<file path="config.mk">
export PLATFORM = sky130hd
export DESIGN_NAME = sterownik_wyswietlacza
export DESIGN_NICKNAME = d
export VERILOG_FILES = /design/src/rtl/wysw_pkg.sv /design/src/rtl/bin2bcd_seq.sv /design/src/rtl/sterownik_wyswietlacza.sv
export SDC_FILE = /design/constraint.sdc
export NUM_CORES = 1
export LEC_CHECK = 0
export ABC_AREA = 1
export ABC_CLOCK_PERIOD_IN_PS = 1960
export CORE_MARGIN = 2
export CORE_UTILIZATION = 45
export CTS_CLUSTER_DIAMETER = 50
export CTS_CLUSTER_SIZE = 28
export DETAILED_ROUTE_END_ITERATION = 10
export PLACE_DENSITY = 0.73
export SYNTH_ARGS = -nofsm -noshare
export SYNTH_HDL_FRONTEND = slang
export SYNTH_SLANG_ARGS = --single-unit
</file>
<file path="constraint.sdc">
create_clock -name CLK -period 1.96 [get_ports CLK]
set_input_delay 0.392 -clock CLK [delete_from_list [all_inputs] [get_ports CLK]]
set_output_delay 0.392 -clock CLK [all_outputs]
set_load 0.05 [all_outputs]
</file>
<file path="src/rtl/wysw_pkg.sv">
// ---------------------------------------------------------------------------
// wysw_pkg
//
// Shared definitions for the 4-digit multiplexed 7-segment display
// controller (sterownik_wyswietlacza) and its binary-to-BCD engine
// (bin2bcd_seq).
//
// Contents:
//   DIGIT_W, NDIG      - digit width and digit count of the display
//   BIN_W, BCD_W       - width of the binary input and of the packed BCD word
//   MAX_VAL            - largest value the four digits can show (9999)
//   N_ITER             - number of shift-add-3 iterations (one per input bit)
//   stan_t             - controller FSM state encoding
//   E_PAT              - active-low digit-enable pattern for each scan index
//   dodaj3()           - "add 3 to every nibble >= 5" correction step
// ---------------------------------------------------------------------------
package wysw_pkg;

    localparam int DIGIT_W = 4;
    localparam int NDIG    = 4;
    localparam int BIN_W   = 14;
    localparam int BCD_W   = DIGIT_W * NDIG;

    localparam logic [BIN_W-1:0] MAX_VAL = 14'd9999;
    localparam logic [3:0]       N_ITER  = 4'd14;

    typedef enum logic [1:0] {
        IDLE   = 2'd0,
        CONV   = 2'd1,
        COMMIT = 2'd2
    } stan_t;

    // Scan index 0 drives the leftmost digit (thousands), index 3 the units.
    localparam logic [NDIG-1:0][NDIG-1:0] E_PAT = {
        4'b0111,
        4'b1011,
        4'b1101,
        4'b1110
    };

    // Double-dabble correction: any BCD nibble that would overflow past 9
    // after the next left shift gets 3 added now, so the shift carries it
    // into the next decade correctly.
    function automatic logic [BCD_W-1:0] dodaj3(input logic [BCD_W-1:0] bcd);
        logic [BCD_W-1:0] wynik;
        wynik = bcd;
        for (int i = 0; i < NDIG; i++) begin
            if (wynik[i*DIGIT_W +: DIGIT_W] >= 4'd5) begin
                wynik[i*DIGIT_W +: DIGIT_W] = wynik[i*DIGIT_W +: DIGIT_W] + 4'd3;
            end
        end
        return wynik;
    endfunction

endpackage

</file>
<file path="src/rtl/bin2bcd_seq.sv">
// ---------------------------------------------------------------------------
// bin2bcd_seq
//
// Sequential binary-to-BCD converter using the shift-add-3 (double dabble)
// algorithm: one correction+shift per clock-enabled cycle, 14 iterations per
// conversion, no dividers. Values above 9999 are clamped to 9999 on capture
// and the clamp is reported alongside the result.
//
// Ports:
//   CLK      in   clock, rising edge
//   CLR      in   asynchronous active-low reset
//   CE       in   clock enable; all engine state holds when low
//   start    in   capture bin_in and begin a conversion (sampled with CE)
//   bin_in   in   14-bit binary value
//   last     out  the final iteration happens on the next CE edge
//   bcd      out  BCD accumulator (thousands [15:12] .. units [3:0])
//   clamped  out  captured value exceeded 9999 and was clamped
// ---------------------------------------------------------------------------
module bin2bcd_seq
    import wysw_pkg::*;
(
    input  logic             CLK,
    input  logic             CLR,
    input  logic             CE,
    input  logic             start,
    input  logic [BIN_W-1:0] bin_in,
    output logic             last,
    output logic [BCD_W-1:0] bcd,
    output logic             clamped
);

    logic [BIN_W-1:0] sh_bin;
    logic [BCD_W-1:0] sh_bcd;
    logic [3:0]       cnt;
    logic             clamp_r;
    logic             za_duzo;

    assign za_duzo = (bin_in > MAX_VAL);

    // Capture on start, then iterate while the counter is non-zero.
    // The correction is applied to the BCD half before the combined
    // {bcd, bin} word is shifted left by one, so the MSB of the binary
    // half walks into the units nibble on every iteration.
    always_ff @(posedge CLK or negedge CLR) begin
        if (!CLR) begin
            sh_bin  <= '0;
            sh_bcd  <= '0;
            cnt     <= '0;
            clamp_r <= 1'b0;
        end else if (CE) begin
            if (start) begin
                sh_bin  <= za_duzo ? MAX_VAL : bin_in;
                sh_bcd  <= '0;
                cnt     <= N_ITER;
                clamp_r <= za_duzo;
            end else if (cnt != 4'd0) begin
                {sh_bcd, sh_bin} <= {dodaj3(sh_bcd), sh_bin} << 1;
                cnt              <= cnt - 4'd1;
            end
        end
    end

    // The controller uses this to step to its commit state on the same edge
    // as the final iteration, so the result is ready one CE edge later.
    assign last    = (cnt == 4'd1);
    assign bcd     = sh_bcd;
    assign clamped = clamp_r;

endmodule

</file>
<file path="src/rtl/sterownik_wyswietlacza.sv">
// ---------------------------------------------------------------------------
// sterownik_wyswietlacza
//
// Sequencing controller for the 4-digit multiplexed 7-segment display.
// Accepts a 14-bit value through a LOAD handshake, converts it to BCD with
// the bin2bcd_seq engine, commits the digits into a display register and
// time-multiplexes the four active-low digit enables with a prescaler.
// Optional leading-zero blanking hides zero thousands/hundreds/tens digits.
// DIGIT feeds the konw7seg encoder directly.
//
// Parameters:
//   PRESC_DIV   CE-qualified clock cycles per digit slot (>= 2)
//   BLANK_LZ    1 = blank leading zeros (units digit is never blanked)
//
// Ports:
//   CLK    in   clock, rising edge
//   CLR    in   asynchronous active-low reset
//   CE     in   clock enable; FSM, engine, prescaler and scan index hold
//   LOAD   in   conversion request, accepted in IDLE with CE=1
//   IN     in   14-bit binary value, captured on LOAD acceptance
//   BUSY   out  conversion in progress
//   DONE   out  one-cycle pulse when a new value is committed
//   OVF    out  last committed value was clamped to 9999
//   E      out  active-low digit enables
//   DIGIT  out  BCD digit of the active slot
//   BLANK  out  active slot is blanked
// ---------------------------------------------------------------------------
module sterownik_wyswietlacza
    import wysw_pkg::*;
#(
    parameter int unsigned PRESC_DIV = 50000,
    parameter bit          BLANK_LZ  = 1'b1
) (
    input  logic               CLK,
    input  logic               CLR,
    input  logic               CE,
    input  logic               LOAD,
    input  logic [BIN_W-1:0]   IN,
    output logic               BUSY,
    output logic               DONE,
    output logic               OVF,
    output logic [NDIG-1:0]    E,
    output logic [DIGIT_W-1:0] DIGIT,
    output logic               BLANK
);

    localparam int              PW         = (PRESC_DIV > 1) ? $clog2(PRESC_DIV) : 1;
    localparam logic [PW-1:0]   PRESC_LAST = PW'(PRESC_DIV - 1);

    stan_t              stan;
    logic               busy_r;
    logic               done_r;
    logic               ovf_r;
    logic [BCD_W-1:0]   disp_bcd;

    logic               start;
    logic               eng_last;
    logic [BCD_W-1:0]   eng_bcd;
    logic               eng_clamp;

    logic [PW-1:0]      presc;
    logic [1:0]         idx;

    logic [DIGIT_W-1:0] tysiace;
    logic [DIGIT_W-1:0] setki;
    logic [DIGIT_W-1:0] dziesiatki;
    logic [DIGIT_W-1:0] jednosci;
    logic               wygas;
    logic [DIGIT_W-1:0] cyfra;

    // A request is only forwarded to the engine while idle, so LOAD pulses
    // during a conversion are dropped rather than queued.
    assign start = (stan == IDLE) && LOAD;

    bin2bcd_seq u_bin2bcd (
        .CLK     (CLK),
        .CLR     (CLR),
        .CE      (CE),
        .start   (start),
        .bin_in  (IN),
        .last    (eng_last),
        .bcd     (eng_bcd),
        .clamped (eng_clamp)
    );

    // Controller FSM and display register. DONE is updated outside the CE
    // gate so the pulse always lasts exactly one CLK cycle, even when CE
    // drops right after the commit. BUSY is registered together with the
    // state so it rises on the accepting edge and falls on the commit edge.
    always_ff @(posedge CLK or negedge CLR) begin
        if (!CLR) begin
            stan     <= IDLE;
            busy_r   <= 1'b0;
            done_r   <= 1'b0;
            ovf_r    <= 1'b0;
            disp_bcd <= '0;
        end else begin
            done_r <= CE && (stan == COMMIT);
            if (CE) begin
                unique case (stan)
                    IDLE: begin
                        if (LOAD) begin
                            stan   <= CONV;
                            busy_r <= 1'b1;
                        end
                    end
                    CONV: begin
                        if (eng_last) begin
                            stan <= COMMIT;
                        end
                    end
                    COMMIT: begin
                        disp_bcd <= eng_bcd;
                        ovf_r    <= eng_clamp;
                        stan     <= IDLE;
                        busy_r   <= 1'b0;
                    end
                    default: begin
                        stan   <= IDLE;
                        busy_r <= 1'b0;
                    end
                endcase
            end
        end
    end

    assign BUSY = busy_r;
    assign DONE = done_r;
    assign OVF  = ovf_r;

    // Slot prescaler and scan index. The index only advances on the
    // prescaler's terminal count, and both freeze together when CE is low,
    // so every slot lasts exactly PRESC_DIV enabled cycles.
    always_ff @(posedge CLK or negedge CLR) begin
        if (!CLR) begin
            presc <= '0;
            idx   <= 2'd0;
        end else if (CE) begin
            if (presc == PRESC_LAST) begin
                presc <= '0;
                idx   <= idx + 2'd1;
            end else begin
                presc <= presc + PW'(1);
            end
        end
    end

    assign tysiace    = disp_bcd[15:12];
    assign setki      = disp_bcd[11:8];
    assign dziesiatki = disp_bcd[7:4];
    assign jednosci   = disp_bcd[3:0];

    // Digit select and leading-zero blanking, decoded purely from idx and
    // the display register so a commit and an idx advance on the same edge
    // show the new value in the new slot with no stale cycle. A slot is a
    // leading zero only if it and every more significant digit are zero.
    always_comb begin
        cyfra = jednosci;
        wygas = 1'b0;
        unique case (idx)
            2'd0: begin
                cyfra = tysiace;
                wygas = BLANK_LZ && (tysiace == 4'd0);
            end
            2'd1: begin
                cyfra = setki;
                wygas = BLANK_LZ && (tysiace == 4'd0) && (setki == 4'd0);
            end
            2'd2: begin
                cyfra = dziesiatki;
                wygas = BLANK_LZ && (tysiace == 4'd0) && (setki == 4'd0)
                        && (dziesiatki == 4'd0);
            end
            default: begin
                cyfra = jednosci;
                wygas = 1'b0;
            end
        endcase
    end

    assign DIGIT = cyfra;
    assign BLANK = wygas;
    assign E     = wygas ? 4'b1111 : E_PAT[idx];

endmodule

</file>
==> metrics <==
Cells after DPL=688; Final min period=2.09 ns; largest net degree at the start of global routing=47; worst hold path type=in2async; DRC Markers=0; core area=8810 um2; initial core utilization=between 40% and 50%; worst reg2reg setup slack=around 0.33 ns; Gate power share=42.0%; row cnt=34; Yosys top cell by area=dfrtp_1; Clock Power Share=19.0%; Lkg Pwr=0.00252 uW; Tcrit/Tclk final=106%; layout net count=635; synth top area cells=dfrtp_1, nand2_1, inv_1; Post-Synthesis Cell Area=a little over 4000 um2; via count=3632; Post-Synthesis Cells=548; CTS tree=done; DRT iter0 DRCs=213; Crit. End Element=output pin; fin cells=713; part of the power in registers=39.0%; reg2reg start=presc[0]$_DFFE_PN0P_; Syn Nets=583; Fillers=slightly below 800; area share of fa/ha/maj cells after synthesis=between 5 and 6%; mux contribution to synthesized area=0%; synthesized area per cell=around 7.5 um2; RSZ-0062 raised after global routing=true; Critical Path AT=1.70 ns; total gr overflow=0; die area=9950 um2; PwrDens=between 1000 and 1500 nW/um2; Warnings, synthesis=0; initial antenna violation count=0; IO buf count=29; net switching fraction of the power=a little over two fifths; clock sink count=74; reg2reg end=idx[0]$_DFFE_PN0P_; footprint of the multi-input gates=slightly above 2000 um2; largest family of logic cells by synthesized area=simple AND/OR/NAND/NOR gates; Synth cell types=31; top cell type's share of synthesized area=44.9%; WL/cell=13.1 um; clock tree buffer depth=2; worst clock skew=0.0133 ns; Seq/Total Area, Yosys=44.9%; htree depth=3; Overall Global Routing Usage=20.7%; Slew Viols, Final=0; Final Hold Vio Count=0; Post-Synth XOR/XNOR Area=1.49%; RePlAce Congestion=approximately 1; Synth Area in Compound Gates=9.85%; P_int=3740 uW; vias in the first global route=approximately 3600; n_diodes=0; NetSw=2730 uW; CP startpoint kind=flip-flop; endpoints failing setup=8; critical path type=reg2out; die height=around 100 um; R2R cell count=7; count of hold-fix buffers inserted at cts=0; Max Fanout on Critical Path=4; pre-CTS WS=-0.0418 ns; Post-DP HPWL=just under 7 mm; VDD IR max=582 uV; Layout area overhead=22.9%; max frequency=479 MHz; Detailed Routing Iterations Pass 1=4; worst-margin pin slew=0.582 ns; failing checks=setup timing; Req. time, crit path=1.57 ns; TritonCTS Buffers=9; Clk Latency, worst-skew pair=0.35 ns; Final ANT Viol Nets=0; register area=1850 um2; placement-stage cell area=4700 um2; Rel. slew slack=61.2%; status=finished with violations; Finished Cell Area=5070 um2; final design utilization=between 50% and 60%; num ports=30; via/cell ratio=5.09; Die Wd=between 90 and 100 um; Clock Pin Slew Worst Setup and Hold Paths=0.08 ns; final wirelength=around 9.4 mm; global-route wire length before repair=16.5 mm; ratio of cells with drive above 1 in the final layout=16.5%; Max-Cap Viols=0; Post-Synth Simple-Gate Area=30.0%; Synth Register Bits=74; Root Driver=clkbuf_8; Tot Pwr=roughly 6500 uW; post-route setup slack=-0.127 ns
==> Yosys cell counts (all sizes together) <==
cell type  instances
nand2            171
inv               76
dfrtp             74
o21ai             55
nor2              54
nand3             42
ha                17
nand4             13
buf                8
a21oi              7
nor3               7
or2                6
xor2               6
clkbuf             4
o211ai             4
a22oi              1
o21bai             1
o22ai              1
xnor2              1
==> cells in the final DEF (no fill, tap or decap), drive strengths merged, types with 2 or more instances in the layout <==
| cell | instances |
|---|---|
| a21oi | 7 |
| buf | 34 |
| clkbuf | 11 |
| clkdlybuf4s50 | 19 |
| clkinvlp | 2 |
| dfrtp | 74 |
| ha | 17 |
| inv | 77 |
| nand2 | 171 |
| nand3 | 42 |
| nand4 | 13 |
| nor2 | 54 |
| nor3 | 7 |
| o211ai | 4 |
| o21ai | 55 |
| or2 | 6 |
| xor2 | 6 |
==> cell families after synthesis <==
| family | Yosys count |
|---|---|
| adders and majority gates | 17 |
| xor gates and xnor gates | 7 |
| DFF | 74 |
| buffers and inverters | 88 |
| and+or+nand+nor | 293 |
| AOI/OAI and AO/OA | 69 |
==> stage by stage <==
| step | setup TNS, ns | hold slack [ns] |
|---|---|---|
| after floorplan | -0.116 | 0.0964 |
| after global placement | 0 | 0.432 |
| after detailed placement | -0.0418 | 0.442 |
| after CTS | -0.765 | 0.0544 |
| after global routing | -1.30 | 0.0796 |
| final | -0.602 | 0.0404 |
==> per-layer routing <==
layer	track usage [%]	up-vias	wire, um
met4	8.54	0	216
met5	0	-	0
li1	-	1843	-
met3	3.72	19	320
met2	34.9	79	4470
met1	26.5	1691	4360
==> registers in the layout (all words and copies together), names as in the netlist <==
signal	count
presc	16
disp_bcd	16
u_bin2bcd.bcd	16
BUSY	1
stan	2
u_bin2bcd.sh_bin	14
u_bin2bcd.cnt	4
DONE	1
OVF	1
idx	2
u_bin2bcd.clamped	1
==> timing repair <==
action / 4_1_cts / 5_1_grt
resized for setup: 27 / 5
buffers inserted: 8 / 1
setup endpoints to repair: 8 / 8
pin swaps: 9 / 4
==> how the worst max path moves through the flow <==
| stage | cells past startpoint | startpoint | to | slack, ns |
|---|---|---|---|---|
| after floorplan | 6 | idx[0]$_DFFE_PN0P_ | DIGIT[0] | -0.12 |
| after global placement | 7 | idx[0]$_DFFE_PN0P_ | DIGIT[0] | 0.05 |
| after detailed placement | 7 | idx[0]$_DFFE_PN0P_ | DIGIT[0] | -0.04 |
| after CTS | 7 | idx[0]$_DFFE_PN0P_ | E[1] | -0.15 |
| after global routing | 9 | idx[1]$_DFFE_PN0P_ | E[1] | -0.21 |
| final | 8 | idx[1]$_DFFE_PN0P_ | DIGIT[1] | -0.13 |
==> power groups by stage <==
stage               clock network (uW)  logic (uW)  registers (uW)
floorplan                            0        1780            2460
global placement                     0        2590            2520
detailed placement                   0        2670            2530
CTS                               1250        2720            2510
global route                      1310        3050            2610
finish                            1230        2720            2520
==> layout make-up <==
cell class                      instances  area share [%]
Timing Repair Buffer                   53            11.3
Clock buffer                           11            2.79
Tap cell                              108            2.66
Sequential cell                        74            36.6
Inverter                               76            5.72
Multi-Input combinational cell        386            39.7
Clock inverter                          5            1.23
==> worst max-delay path, stage by stage (launching register included) <==
cell     delay, ns
dfrtp_2       0.44
buf_6         0.13
ha_4          0.17
buf_4         0.14
nand2_2       0.05
o21ai_2       0.05
a21oi_2       0.13
o21ai_2       0.08
buf_12        0.15
Power figures use the tool's default switching activity.
